--- src/rtl/result_bcd_converter.sv ---
// Iterative shift-and-add-3 binary-to-BCD converter; W cycles per conversion.
// Optional signed input handling is enabled by defining BCD_SIGN_EN.
module result_bcd_converter #(
    parameter int unsigned W      = 17,
    parameter int unsigned DIGITS = 6
) (
    input  logic                  board_clk,
    input  logic                  Reset,
    input  logic                  start,
    input  logic [W-1:0]          bin,
    output logic                  busy,
    output logic                  done,
    output logic [4*DIGITS-1:0]   bcd,
    output logic                  neg
);

    localparam int unsigned WR    = 4*DIGITS + W;
    localparam int unsigned CNT_W = $clog2(W + 1);

    typedef enum logic {IDLE, SHIFT} state_t;

    state_t               state_q, state_d;
    logic [CNT_W-1:0]     cnt_q, cnt_d;
    logic [WR-1:0]        work_q, work_d;
    logic                 busy_q, busy_d;
    logic                 done_q, done_d;
    logic [4*DIGITS-1:0]  bcd_q, bcd_d;
    logic [W-1:0]         mag;
    logic [WR-1:0]        adj;
    logic [WR-1:0]        shifted;
`ifdef BCD_SIGN_EN
    logic                 sign_q, sign_d;
    logic                 neg_q, neg_d;
`endif

    always_comb begin
        state_d = state_q;
        cnt_d   = cnt_q;
        work_d  = work_q;
        busy_d  = busy_q;
        done_d  = 1'b0;
        bcd_d   = bcd_q;
`ifdef BCD_SIGN_EN
        sign_d  = sign_q;
        neg_d   = neg_q;
        mag     = bin[W-1] ? (~bin + 1'b1) : bin;
`else
        mag     = bin;
`endif

        // Correct every BCD nibble >= 5 before the shift doubles it.
        adj = work_q;
        for (int unsigned i = 0; i < DIGITS; i++) begin
            logic [3:0] nib;
            nib = work_q[W + 4*i +: 4];
            if (nib >= 4'd5) begin
                adj[W + 4*i +: 4] = nib + 4'd3;
            end
        end
        shifted = {adj[WR-2:0], 1'b0};

        case (state_q)
            IDLE: begin
                if (start) begin
                    state_d = SHIFT;
                    work_d  = {{(4*DIGITS){1'b0}}, mag};
                    cnt_d   = CNT_W'(W);
                    busy_d  = 1'b1;
`ifdef BCD_SIGN_EN
                    sign_d  = bin[W-1];
`endif
                end
            end
            SHIFT: begin
                work_d = shifted;
                cnt_d  = cnt_q - 1'b1;
                if (cnt_q == CNT_W'(1)) begin
                    state_d = IDLE;
                    busy_d  = 1'b0;
                    done_d  = 1'b1;
                    bcd_d   = shifted[WR-1:W];
`ifdef BCD_SIGN_EN
                    neg_d   = sign_q;
`endif
                end
            end
            default: state_d = IDLE;
        endcase
    end

    always_ff @(posedge board_clk or posedge Reset) begin
        if (Reset) begin
            state_q <= IDLE;
            cnt_q   <= '0;
            work_q  <= '0;
            busy_q  <= 1'b0;
            done_q  <= 1'b0;
            bcd_q   <= '0;
`ifdef BCD_SIGN_EN
            sign_q  <= 1'b0;
            neg_q   <= 1'b0;
`endif
        end else begin
            state_q <= state_d;
            cnt_q   <= cnt_d;
            work_q  <= work_d;
            busy_q  <= busy_d;
            done_q  <= done_d;
            bcd_q   <= bcd_d;
`ifdef BCD_SIGN_EN
            sign_q  <= sign_d;
            neg_q   <= neg_d;
`endif
        end
    end

    assign busy = busy_q;
    assign done = done_q;
    assign bcd  = bcd_q;
`ifdef BCD_SIGN_EN
    assign neg  = neg_q;
`else
    assign neg  = 1'b0;
`endif

endmodule
--- config.mk ---
export PLATFORM = sky130hd
export DESIGN_NAME = result_bcd_converter
export DESIGN_NICKNAME = d
export VERILOG_FILES = /design/src/rtl/result_bcd_converter.sv
export SDC_FILE = /design/constraint.sdc
export NUM_CORES = 1
export LEC_CHECK = 0
export CORE_MARGIN = 5
export CORE_UTILIZATION = 55
export DETAILED_ROUTE_END_ITERATION = 8
export MAX_ROUTING_LAYER = met4
export PLACE_DENSITY = 0.8
export SYNTH_ARGS = -nofsm -noshare
export SYNTH_HDL_FRONTEND = slang
export SYNTH_SLANG_ARGS = --single-unit
--- constraint.sdc ---
create_clock -name board_clk -period 3.5 [get_ports board_clk]
set_input_delay 1.05 -clock board_clk [delete_from_list [all_inputs] [get_ports board_clk]]
set_output_delay 1.05 -clock board_clk [all_outputs]
set_load 0.02 [all_outputs]
==> impl_metrics.csv <==
group,metric,value,unit
outcome,status,"finished, final reports clean",
global_route,grt_max_degree,67,
detailed_routing,vias_per_cell,5.45,
place,dp_worst_setup_slack,1.14,ns
yosys,synth_area_per_cell,10.8,µm²
setup_path,crit_family,"buffers and inverters",
yosys,syn_area,0.00357,mm²
floorplanning,initial_core_util,56.2,%
floorplanning,row_count,29,
detailed_routing,ant_nets,0,
setup_path,crit_chain,"clkdlybuf4s50_1",
pwr,p_leak,1.89,nW
yosys,ys_warn_count,0,
finish,layout.cells.non_filler,455,
global_route,grtUsageTotal,16.9,%
setup_path,critPathMaxFanout,2,
pwr,peakVddDrop,0.000563,V
timing,fin_crit_sh,68.0,%
yosys,ys_seq_elements,73,
timing,fmax,420,MHz
global_route,grt_pass1_vias,2457,
clock_network,insertion_delay,0.34,ns
floorplanning,die_w,90.6,µm
place,place_congestion,0.758,
job,drv_cap,0,
clock_network,cts_max_path_buffers,2,
clock_network,cts_sinks,73,
timing,rsz0062_at_grt,"false",
pwr,power_density,959,mW/mm²
setup_path,start_kind,"register",
place,dp_cells,439,
timing,setup_violations,0,
finish,area_growth,17.5,%
setup_path,cp-end-kind,"primary output",
setup_path,cpMaxStageDelayCell,"clkdlybuf4s50_1",
global_route,met2_usage,26.2,%
timing,slew-limit-headroom,56.2,%
yosys,ys_types,32,
clock_network,cts_htree_levels,3,
global_route,grt-busiest-layer,"met2",
finish,layout-drive-gt1-share,13.5,%
finish,diodes,0,
global_route,antenna_found_initial,0,
setup_path,path_buf_inv,1,
yosys,syn_nets,366,
pwr,finalPower,4.02,mW
yosys,netlist_instances,332,
timing,setup_ws,1.12,ns
yosys,yosysSeqAreaShare,51.2,%
clock_network,clk_pin_slew,0.07,ns
finish,postLayoutCellArea,0.00420,mm²
global_route,met1_usage,21.0,%
detailed_routing,num_vias,2480,
place,dp_hpwl,4250,µm
detailed_routing,drc_errors,0,
global_route,use_met3,3.00,%
floorplanning,core,0.00635,mm²
setup_path,crit_arrival,1.33,ns
setup_path,crit_required,2.45,ns
clock_network,cts_tree,"yes",
clock_network,root_buffer,"clkbuf_8",
detailed_routing,drt_iter0_drc,121,
clock_network,holdBufCountCts,0,
floorplanning,ioPinCount,47,
clock_network,post_cts_resized,0,
global_route,grt.overflow.total,0,
detailed_routing,avgRoutedWirePerCell,13.8,µm
timing,final.setup.tns,0,ns
timing,skew,0.00539,ns
setup_path,critPathKind,"register to primary output",
timing,worst_pin_slew,0.657,ns
finish,nets,407,
place,dpl_cell_area,0.00400,mm²
place,io_buffers,45,
clock_network,cts_setup_buffers,0,
floorplanning,dieHeight,90.6,µm
timing,maxSlewViolCount,0,
detailed_routing,first_pass_iters,4,
finish,fin_util,66.1,%
clock_network,cts_buffers,9,
timing,timing.hold.ws,0.491,ns
hold_path,worstHoldPathType,"register to register",
global_route,grt_pass1_wl,11000,µm
timing,hold_viol,0,
detailed_routing,wl,6270,µm
floorplanning,die-area,0.00820,mm²
setup_path,critPathMaxStageDelay,0.62,ns
timing,period_needed,2.38,ns
[synth_stat cells]
master	n	share of area, %
dfrtp_1	73	51
nor2_1	18	1.9
a22o_1	3	0.74
a21oi_2	12	2.9
a31oi_1	3	0.53
nand2b_1	6	1.1
ha_1	14	4.9
nor3b_1	11	2.3
inv_2	1	0.11
o21ai_0	23	3.2
mux2i_1	23	6.4
conb_1	1	0.11
a21o_1	9	1.9
a21oi_1	16	2.2
nor2_2	2	0.35
inv_1	18	1.9
buf_8	1	0.42
mux2_4	4	1.7
o31ai_1	1	0.21
nor3_1	8	1.1
clkbuf_1	5	0.53
and4b_4	1	0.39
buf_6	1	0.32
xnor2_1	7	1.7
buf_2	8	1.1
buf_4	2	0.42
nand4_1	1	0.18
mux2_2	9	2.8
o21a_1	1	0.21
o22ai_1	13	2.3
buf_12	2	1.1
nand2_1	35	3.7
[area by class of cell]
type	instances	area [µm²]
clock buffer	14	183
clock inverter	2	10.0
fill	516	2150
inverter	19	71.3
multi-input combinational	221	1530
sequential	73	1830
tap	77	96.3
timing repair buffer	49	475
[flip-flops by register name, indices dropped and copies added (netlist names)]
signal and cells:
cnt_q 5, bcd 24, done 1, work_q 41, busy 1, state_q 1
[placed cells by master, fill, tap and decap left out, types with 11 or more instances in the layout]
cell type / synthesis / layout
a21oi_2: 12 / 12
clkbuf_8: 0 / 13
inv_1: 18 / 17
nand2_1: 35 / 35
dfrtp_1: 73 / 72
ha_1: 14 / 14
nor2_1: 18 / 18
mux2i_1: 23 / 23
o22ai_1: 13 / 13
clkdlybuf4s50_1: 0 / 44
nor3b_1: 11 / 11
a21oi_1: 16 / 16
o21ai_0: 23 / 23
[worst paths after layout]
check	from	endpoint	slack (ns)	cells past startpoint
max reg2reg	cnt_q[1]$_DFFE_PP0P_	bcd[0]$_DFFE_PP0P_	1.74	4
min	work_q[13]$_DFFE_PP0P_	work_q[14]$_DFFE_PP0P_	0.49	2
min reg2reg	work_q[13]$_DFFE_PP0P_	work_q[14]$_DFFE_PP0P_	0.49	2
max	busy$_DFFE_PP0P_	busy	1.12	1
min in group asynchronous	Reset	work_q[10]$_DFFE_PP0P_	1.10	3
max in group asynchronous	Reset	state_q$_DFF_PP0_	1.94	3
[metal layers]
metal	wire, µm	vias to the layer above
met5	0	-
met4	123	0
met3	279	8
met2	2950	50
met1	2920	1202
li1	-	1220
[power by group]
| part | total, mW | internal [mW] | leakage [nW] | switching [mW] |
|---|---|---|---|---|
| combinational | 1.88 | 0.920 | 0.876 | 0.960 |
| clock | 0.630 | 0.333 | 0.102 | 0.297 |
| sequential | 1.51 | 1.23 | 0.911 | 0.282 |
| total | 4.02 | 2.48 | 1.89 | 1.54 |
[cell families after synthesis]
logic type | share of synthesized area, %
xor gates and xnor gates | 1.72
adders and majority gates | 4.91
buffers and inverters | 5.92
muxes | 11.0
DFF | 51.2
and+or+nand+nor | 11.0
AOI/OAI and AO/OA | 14.3
other | 0.105
(Power assumes the default switching activity.)
